[config.mk]
export PLATFORM = sky130hd
export DESIGN_NAME = ticket_queue
export DESIGN_NICKNAME = d
export VERILOG_FILES = /design/src/rtl/ticket_queue.sv
export SDC_FILE = /design/constraint.sdc
export NUM_CORES = 1
export LEC_CHECK = 0
export CAP_MARGIN = 25
export CORE_MARGIN = 2
export CORE_UTILIZATION = 30
export CTS_BUF_LIST = sky130_fd_sc_hd__clkbuf_4 sky130_fd_sc_hd__clkbuf_8
export CTS_CLUSTER_SIZE = 20
export DETAILED_ROUTE_END_ITERATION = 10
export PLACE_DENSITY = 0.55
export SLEW_MARGIN = 0
export SYNTH_ARGS = -nofsm -noshare
export SYNTH_HDL_FRONTEND = slang
export SYNTH_SLANG_ARGS = --single-unit
[constraint.sdc]
create_clock -name clk -period 4.3 [get_ports clk]
set_input_delay 0.86 -clock clk [delete_from_list [all_inputs] [get_ports clk]]
set_output_delay 0.86 -clock clk [all_outputs]
set_load 0.005 [all_outputs]
[src/rtl/ticket_queue.sv]
// ---------------------------------------------------------------------------
// ticket_queue
//
// Customer ticket issuer and waiting-line buffer feeding the counter
// dispatcher. Each rising edge of the arrival button claims the next ticket
// number. The number is stored with the customer's requested service time in
// a first-word-fall-through FIFO. The dispatcher sees the head entry
// combinationally and removes it with a one-cycle pop strobe.
//
// Ports:
//   clk           in   clock, all state updates on the rising edge
//   rst           in   synchronous active-high reset
//   arrive_in     in   synchronised arrival button level
//   st_in         in   service time for the arriving customer
//   re_in         in   pop strobe from the dispatcher
//   empty         out  FIFO holds no entries
//   full          out  FIFO holds DEPTH entries
//   qn_out        out  head ticket number, 0 while empty
//   qt_out        out  head service time, 0 while empty
//   count_out     out  current occupancy, 0..DEPTH
//   next_num_out  out  number the next accepted arrival will receive
//   drop_out      out  one-cycle pulse after an arrival rejected while full
// ---------------------------------------------------------------------------
module ticket_queue #(
    parameter int NUM_W      = 4,
    parameter int TIME_W     = 4,
    parameter int DEPTH_LOG2 = 3
) (
    input  logic                  clk,
    input  logic                  rst,
    input  logic                  arrive_in,
    input  logic [TIME_W-1:0]     st_in,
    input  logic                  re_in,
    output logic                  empty,
    output logic                  full,
    output logic [NUM_W-1:0]      qn_out,
    output logic [TIME_W-1:0]     qt_out,
    output logic [DEPTH_LOG2:0]   count_out,
    output logic [NUM_W-1:0]      next_num_out,
    output logic                  drop_out
);

    localparam int DEPTH = 2 ** DEPTH_LOG2;
    localparam int CNT_W = DEPTH_LOG2 + 1;

    localparam logic [CNT_W-1:0]      CNT_FULL  = CNT_W'(DEPTH);
    localparam logic [CNT_W-1:0]      CNT_ONE   = CNT_W'(1);
    localparam logic [DEPTH_LOG2-1:0] PTR_ONE   = DEPTH_LOG2'(1);
    localparam logic [NUM_W-1:0]      NUM_FIRST = NUM_W'(1);
    localparam logic [NUM_W-1:0]      NUM_LAST  = '1;
    localparam logic [TIME_W-1:0]     TIME_MIN  = TIME_W'(1);

    typedef struct packed {
        logic [NUM_W-1:0]  num;
        logic [TIME_W-1:0] tm;
    } entry_t;

    // Storage is deliberately left unreset; empty gating of the head outputs
    // keeps stale contents from ever being observed.
    entry_t mem_q [DEPTH];

    logic                  arrive_q,   arrive_d;
    logic [DEPTH_LOG2-1:0] wp_q,       wp_d;
    logic [DEPTH_LOG2-1:0] rp_q,       rp_d;
    logic [CNT_W-1:0]      count_q,    count_d;
    logic [NUM_W-1:0]      next_num_q, next_num_d;
    logic                  drop_q,     drop_d;

    logic                  push_req;
    logic                  pop;
    logic                  push;
    logic [TIME_W-1:0]     st_eff;
    entry_t                head;

    // Request qualification. A pop while full frees the slot the push needs,
    // so a full FIFO still accepts an arrival that coincides with a pop.
    always_comb begin
        push_req = arrive_in & ~arrive_q;
        pop      = re_in & (count_q != '0);
        push     = push_req & ((count_q != CNT_FULL) | pop);
        // A zero service time would look like "no work" downstream, so it is
        // stored as the minimum of one.
        st_eff   = (st_in == '0) ? TIME_MIN : st_in;
    end

    // Next-state computation for pointers, occupancy, numbering and drop.
    always_comb begin
        arrive_d   = arrive_in;
        wp_d       = wp_q;
        rp_d       = rp_q;
        count_d    = count_q;
        next_num_d = next_num_q;
        drop_d     = push_req & ~push;

        if (push) begin
            wp_d = wp_q + PTR_ONE;
            // Ticket 0 means "no customer", so numbering skips it on wrap.
            next_num_d = (next_num_q == NUM_LAST) ? NUM_FIRST
                                                  : next_num_q + NUM_FIRST;
        end

        if (pop) begin
            rp_d = rp_q + PTR_ONE;
        end

        unique case ({push, pop})
            2'b10:   count_d = count_q + CNT_ONE;
            2'b01:   count_d = count_q - CNT_ONE;
            default: count_d = count_q;
        endcase
    end

    // State register. During reset the edge detector still tracks the button,
    // so a button held across reset release does not issue a ticket.
    always_ff @(posedge clk) begin
        if (rst) begin
            arrive_q   <= arrive_in;
            wp_q       <= '0;
            rp_q       <= '0;
            count_q    <= '0;
            next_num_q <= NUM_FIRST;
            drop_q     <= 1'b0;
        end else begin
            arrive_q   <= arrive_d;
            wp_q       <= wp_d;
            rp_q       <= rp_d;
            count_q    <= count_d;
            next_num_q <= next_num_d;
            drop_q     <= drop_d;
        end
    end

    // Entry write; reset wins over a coincident push.
    always_ff @(posedge clk) begin
        if (!rst && push) begin
            mem_q[wp_q] <= '{num: next_num_q, tm: st_eff};
        end
    end

    // First-word-fall-through head and status flags.
    always_comb begin
        head         = mem_q[rp_q];
        empty        = (count_q == '0);
        full         = (count_q == CNT_FULL);
        qn_out       = empty ? '0 : head.num;
        qt_out       = empty ? '0 : head.tm;
        count_out    = count_q;
        next_num_out = next_num_q;
        drop_out     = drop_q;
    end

endmodule

[Yosys cells after proc, flatten, opt, wreduce, memory -nomap -nowiden]
Memories as Yosys holds them, arrays and structs flattened. A register that Yosys moved wholly into a read port is not among the register bits.
Cells that the tools add are included.
Word-level totals
  flip-flop bits (word level): 16
  memories kept: 1
  bits of input ports: 8
  RAM bits: 64
Cells by class
  mux-type cells: 9
  bitwise gates (word level): 7
  add/sub/neg operators: 5
  equality and inequality tests: 5
  reduce and logical (&&, ||, !) cells: 6
Memory list
  mem_q: words 8, width 8, read ports 1, clocked after Yosys merged registers in 1, write ports 1, line 60  | entry_t mem_q [DEPTH];
Operator list (count)
  2-to-1 mux 4 bit: 4
  adder 4 x 1 -> 4 bit, second input constant: 2
  == test 4 bit, second input constant: 2
  logical NOT 4 bit: 2
  case mux 4 bit (2 select lines): 1
  adder 3 x 1 -> 3 bit, second input constant: 2
  2-to-1 mux 3 bit: 2
  bitwise AND 1 bit: 4
  != test 4 bit, second input constant: 1
  nonzero test 4 bit: 1
  subtractor 4 x 1 -> 4 bit, second input constant: 1
  == test 2 x 1 -> 1 bit, second input constant: 1
  == test 2 bit, second input constant: 1
  2-to-1 mux 1 bit: 2
  NOT 1 bit: 2
  nonzero test 2 bit: 1
  logical AND 1 bit: 1
  logical NOT 1 bit: 1
  bitwise OR 1 bit: 1

[Logic depth before layout (Yosys ltp)]
Gate-level depths: netlist of the first run.
  depth after elaboration: 7
  depth in mapped cells: 11
  gate-level depth less buffers: 10

[Worst setup path before layout of the first run]
OpenSTA, ideal clock, no wires.
  path type: in2reg
  from: input arrive_in
  to: memory mem_q[4][0] in the netlist's numbering, enable pin
  stages: 5
  slack: 1.607 ns
  arrival: 2.298 ns
  path through: nand2b_1 -> buf_6 -> a31oi_4 -> nand2_1 -> nor4_1
Between the ends
  longest elaborated chain between the ends: 5
RTL lines
  start, declared: line 31  | input logic arrive_in,
  bitwise AND 1 bit: line 78  | push_req = arrive_in & ~arrive_q;
  bitwise AND 1 bit: line 80  | push = push_req & ((count_q != CNT_FULL) | pop);
  logical AND 1 bit: line 135  | if (!rst && push) begin
  2-to-1 mux 1 bit: line 135
  2-to-1 mux 1 bit (implied by the code): line 136  | mem_q[wp_q] <= '{num: next_num_q, tm: st_eff};
  end, declared: line 60
Every way passes these cells.

==> impl_metrics.json, run 1 <==
{
  "slew_headroom_pct": 42.6,
  "clkLatencyLatePin_ns": 0.35,
  "setup_viol": 0,
  "finalCritPeriodShare_pct": 75.8,
  "cts_tree": "yes",
  "crit_path_start_kind": "register",
  "p_sw_uw": 683,
  "crit_type": "reg2out",
  "worst_slack_ns": 1.04,
  "endpoint": "qn_out[1]",
  "synth_compound_area_share_pct": 4.56,
  "fmax_ghz": 0.307,
  "cts_sinks": 83,
  "peakVddDrop_mv": 0.238,
  "path_clk_slew_ns": 0.08,
  "synth_simple_gate_area_share_pct": 9.62,
  "hold_violations": 0,
  "reg2reg_to": "count_out[3]$_SDFFE_PP0P_",
  "nFillCells": 1112,
  "layout_common_cells": "edfxtp_1 (64), nor2_1 (27), clkdlybuf4s50_1 (26)",
  "post_cts_buffers": 0,
  "grt_first_pass_wirelength_mm": 11.1,
  "viasPerCell": 4.80,
  "fin_area_mm2": 0.00414,
  "finClkSkew_ns": 0.00853,
  "pre_cts_ws_ns": 0.961,
  "p_per_area_mw_per_mm2": 529,
  "min_period_ns": 3.26,
  "cts_max_level": 3,
  "rsz0062_at_grt": "no",
  "cts-root-buf": "clkbuf_8",
  "swShare_pct": 31.2,
  "yosys.cell_types.count": 42,
  "ys_top_cells_by_area": "edfxtp_1 (55%), dfxtp_1 (11%), mux4_2 (10%), nor2_1 (2.9%), mux2i_1 (2.9%)",
  "worst_hold_path.num_cells": 2,
  "crit_path_end_kind": "primary output",
  "power.total_uw": 2190,
  "clockPowerShare_pct": 23.6,
  "start_util_pct": 30.6,
  "synth_xor_area_share_pct": 1.76,
  "synthMuxAreaShare_pct": 13.2,
  "syn-num-nets": 247,
  "ant_nets": 0,
  "syn_to_final_growth_pct": 18.7,
  "timing.setup.tns_ns": 0,
  "postLayoutCoreUtil_pct": 36.4,
  "wl_mm": 7.02,
  "drv_cap": 0,
  "hold_class": "reg2reg",
  "worst-slew-pin-transition_ns": 0.860,
  "avgSynthCellArea_um2": 15.0,
  "drt-initial-drc-count": 118,
  "internal_power_uw": 1510,
  "grt_max_degree": 23,
  "grt_util_all_layers_pct": 11.9,
  "nets": 281,
  "die_area_mm2": 0.0125,
  "synth_edf_count": 64,
  "fp.coreArea_mm2": 0.0114,
  "layout_commonest_cell": "edfxtp_1",
  "hpwl_mm": 4.43,
  "leakage_uw": 0.00132,
  "crit_slowest_cell": "dfxtp_1",
  "cp_max_fo": 16,
  "r2r_start": "count_out[3]$_SDFFE_PP0P_",
  "status": "finished clean",
  "ios": 27,
  "drive_gt1_share_pct": 20.2,
  "place.gp.congestion": 0.810,
  "syn_area_mm2": 0.00348,
  "path_cells": "mux4_2, mux2i_1, nor2_1, clkdlybuf4s50_1",
  "overflow": 0,
  "hold_buffers": 0,
  "grt_pass1_vias": 1995,
  "cts_buffer_depth": 2,
  "firstDrtPassIters": 4,
  "arrival_ns": 2.40,
  "maxSlewViolCount": 0,
  "ys.flop_type": "edfxtp_1",
  "synth.largest_area_cell": "edfxtp_1",
  "synth_fa_ha_area_share_pct": 2.37,
  "cts_resized": 0,
  "portBuffers": 26,
  "r2r_cells": 11,
  "syn_inst": 233,
  "antenna_found_initial": 0,
  "yosysTopAreaCellShare_pct": 55.2,
  "numCtsBuffers": 9,
  "synth_top_family_by_area": "multiplexers",
  "crit_path_max_incr_delay_ns": 0.89,
  "rrSetupSlack_ns": 1.63,
  "ys_ff_latch": 83,
  "rows": 39,
  "power_frac_seq_pct": 44.8,
  "die_h_um": 112,
  "vias": 1991,
  "crit_required_ns": 3.44,
  "yosysSeqAreaShare_pct": 66.1,
  "synth_warnings": 0,
  "ys_async_sr_fraction_pct": 0,
  "chipWidth_um": 112,
  "dpl-instance-area_mm2": 0.00396,
  "drc": 0,
  "combPwrFrac_pct": 31.6,
  "wire_per_inst_um": 16.9,
  "diodes": 0
}
## sequential cells by signal (all words and copies together) (netlist names), named ones only
name          count
drop_out          1
wp_q              3
mem_q            64
next_num_out      4
arrive_q          1
count_out         4
rp_q              3
## through the flow
| step | hold slack (ns) | std cells |
|---|---|---|
| 2_1_floorplan | 0.454 | 233 |
| 3_3_place_gp | 0.477 | 399 |
| 3_5_place_dp | 0.486 | 399 |
| 4_1_cts | 0.507 | 415 |
| 5_1_grt | 0.553 | 415 |
| 6_report | 0.511 | 415 |
## cells in the mapped netlist (all sizes together), types with 2 or more instances
cell and count:
a21o 2, dfxtp 19, a211oi 3, nand2 20, mux4 16, inv 4, nand2b 2, xnor2 4
mux2i 10, nor4 3, nor3 5, a31oi 2, buf 8, o21ai 5, edfxtp 64, nand3 5
clkbuf 6, nor2 27, xor2 3, a21oi 6, ha 5, or3 3
## worst max-delay path: cells and delay by family, from the launching register on
| family | cells | cell delay [ns] |
|---|---|---|
| buffers and inverters | 1 | 0.44 |
| flip-flops | 1 | 0.89 |
| multiplexers | 2 | 0.65 |
| AND/OR/NAND/NOR | 1 | 0.07 |
## per-layer routing
metal / vias up / wire length [µm] / GRT usage [%]
met5: - / 0 / 0
met4: 0 / 72 / 3.46
met3: 8 / 283 / 3.92
met2: 44 / 3340 / 19.4
met1: 993 / 3320 / 15.3
li1: 946 / - / -
## power by group through the flow
stage	Sequential (µW)	Combinational [µW]	Clock, µW
floorplan	958	456	0
global placement	999	693	0
detailed placement	1000	704	0
CTS	982	707	536
global route	990	763	570
finish	981	691	517
## how the worst min path moves through the flow
stage                              start                   end  slack [ns]
finish              rp_q[1]$_SDFFE_PP0P_  rp_q[1]$_SDFFE_PP0P_        0.51
CTS                 rp_q[1]$_SDFFE_PP0P_  rp_q[1]$_SDFFE_PP0P_        0.51
detailed placement  rp_q[1]$_SDFFE_PP0P_  rp_q[1]$_SDFFE_PP0P_        0.49
floorplan           rp_q[1]$_SDFFE_PP0P_              register        0.45
global placement    rp_q[1]$_SDFFE_PP0P_  rp_q[1]$_SDFFE_PP0P_        0.48
global route        rp_q[1]$_SDFFE_PP0P_  rp_q[1]$_SDFFE_PP0P_        0.55
## cells by family (layout without fill, tap and decap cells)
family,Yosys count,in the layout
flip-flops,83,83
AND/OR/NAND/NOR,71,71
XOR/XNOR,7,7
AO/OA/AOI/OAI,22,22
buffers and inverters,18,57
multiplexers,26,26
adder cells (fa/ha/maj),6,6
## layout make-up
type | instances | area (µm²) | share of cell area [%]
Timing Repair Buffer | 37 | 343 | 8.29
Inverter | 4 | 15.0 | 0.363
Clock buffer | 9 | 124 | 2.99
Multi-Input combinational cell | 132 | 1120 | 27.0
Clock inverter | 7 | 57.6 | 1.39
Sequential cell | 83 | 2300 | 55.6
Tap cell | 143 | 179 | 4.32
No activity file was read; power rests on OpenSTA's default activity.
==> run 2: changes to the inputs <==
PLACE_DENSITY = 0.56   (was 0.55)
clock period = 2.8 ns   (was 4.3 ns; I/O delays follow)
==> impl_metrics.json, run 2 (same netlist as run 1, synthesis figures left out) <==
{
  "cts_tree": "yes",
  "numCtsBuffers": 9,
  "clkLatencyLatePin_ns": 0.35,
  "crit_path_start_kind": "register",
  "grt_max_degree": 17,
  "dpl-instance-area_mm2": 0.00403,
  "nets": 289,
  "pre_cts_ws_ns": 0.0869,
  "setup_viol": 0,
  "rrSetupSlack_ns": 0.39,
  "hold_class": "reg2reg",
  "ant_nets": 0,
  "path_clk_slew_ns": 0.08,
  "use_met2_pct": 18.1,
  "portBuffers": 26,
  "regMostFlops": "mem_q",
  "endpoint": "qn_out[3]",
  "crit_type": "reg2out",
  "use_met1_pct": 14.3,
  "finClkSkew_ns": 0.00912,
  "crit_required_ns": 2.24,
  "firstDrtPassIters": 4,
  "cp_max_fo": 16,
  "maxSlewViolCount": 0,
  "vias": 2010,
  "reg2reg_to": "count_out[3]$_SDFFE_PP0P_",
  "arrival_ns": 2.11,
  "cts-root-buf": "clkbuf_8",
  "die_area_mm2": 0.0125,
  "worst-slew-pin-transition_ns": 0.583,
  "drc": 0,
  "grt_first_pass_wirelength_mm": 10.8,
  "timing.setup.tns_ns": 0,
  "layout_commonest_cell": "edfxtp_1",
  "grt_pass1_vias": 2050,
  "largest_reg_flops": 64,
  "grt_use_met3_pct": 3.76,
  "drive_gt1_share_pct": 22.5,
  "rsz0062_at_grt": "no",
  "cts_sinks": 83,
  "crit_path_end_kind": "primary output",
  "drv_cap": 0,
  "worst_slack_ns": 0.129,
  "viasPerCell": 4.75,
  "cts_resized": 0,
  "status": "finished clean",
  "dp.cells": 407,
  "fin_area_mm2": 0.00423,
  "chipWidth_um": 112,
  "fp.coreArea_mm2": 0.0114,
  "overflow": 0,
  "min_period_ns": 2.67,
  "die_h_um": 112,
  "rows": 39,
  "hold_buffers": 0,
  "peakVddDrop_mv": 0.548,
  "leakage_uw": 0.00137,
  "syn_to_final_growth_pct": 21.4,
  "cts_buffer_depth": 2,
  "cts_max_level": 3,
  "hold_violations": 0,
  "hpwl_mm": 4.32,
  "slew_headroom_pct": 61.1,
  "wl_mm": 6.58,
  "post_cts_buffers": 0,
  "p_per_area_mw_per_mm2": 822,
  "layout_common_cells": "edfxtp_1 (64), nor2_1 (27), clkdlybuf4s50_1 (26)",
  "grt.busiest_layer": "met2",
  "drt-initial-drc-count": 97,
  "ios": 27,
  "wire_per_inst_um": 15.6,
  "diodes": 0,
  "r2r_start": "count_out[1]$_SDFFE_PP0P_",
  "fmax_ghz": 0.374,
  "postLayoutCoreUtil_pct": 37.2,
  "r2r_cells": 10,
  "instances_no_fill": 423,
  "start_util_pct": 30.6,
  "antenna_found_initial": 0,
  "grt_util_all_layers_pct": 11.1,
  "finalCritPeriodShare_pct": 95.4,
  "place.gp.congestion": 0.829
}
==> run 2: layout make-up <==
class,count,area [µm²]
Fill cell,1090,7140
Sequential cell,83,2300
Multi-Input combinational cell,132,1120
Timing Repair Buffer,45,415
Tap cell,143,179
Clock buffer,10,131
Clock inverter,6,71.3
Inverter,4,15.0
==> run 2: worst min-delay path by stage <==
| stage | startpoint | end | cells past startpoint |
|---|---|---|---|
| 2_1_floorplan | rp_q[1]$_SDFFE_PP0P_ | register | 2 |
| 3_3_place_gp | rp_q[1]$_SDFFE_PP0P_ | rp_q[1]$_SDFFE_PP0P_ | 2 |
| 3_5_place_dp | rp_q[1]$_SDFFE_PP0P_ | register | 2 |
| 4_1_cts | rp_q[1]$_SDFFE_PP0P_ | rp_q[1]$_SDFFE_PP0P_ | 2 |
| 5_1_grt | rp_q[1]$_SDFFE_PP0P_ | rp_q[1]$_SDFFE_PP0P_ | 2 |
| 6_report | rp_q[1]$_SDFFE_PP0P_ | rp_q[1]$_SDFFE_PP0P_ | 2 |
==> run 2: worst max-delay path: stages (launching register included) <==
cell and delay, ns:
dfxtp_1 0.36, buf_12 0.19, mux4_2 0.52, mux2i_1 0.19, nor2_1 0.06, clkdlybuf4s50_1 0.44
==> run 2: metal layers <==
| layer | wire length, µm | up-vias | part of all wire (%) |
|---|---|---|---|
| li1 | - | 964 | - |
| met1 | 2990 | 991 | 45 |
| met2 | 3170 | 48 | 48 |
| met3 | 349 | 7 | 5.3 |
| met4 | 76 | 0 | 1.2 |
| met5 | 0 | - | 0 |
==> run 2: power by group <==
group	internal, µW	switching [µW]	leakage [µW]
clock	432	434	0.0000973
combinational	633	511	0.000547
sequential	1390	80.6	0.000731
total	2450	1030	0.00137
==> run 2: per-stage QoR <==
stage | total power, µW | hold slack, ns
after CTS | 3530 | 0.501
final | 3480 | 0.495
after global placement | 2650 | 0.472
after global routing | 3670 | 0.538
after detailed placement | 2660 | 0.485
after floorplan | 2170 | 0.454
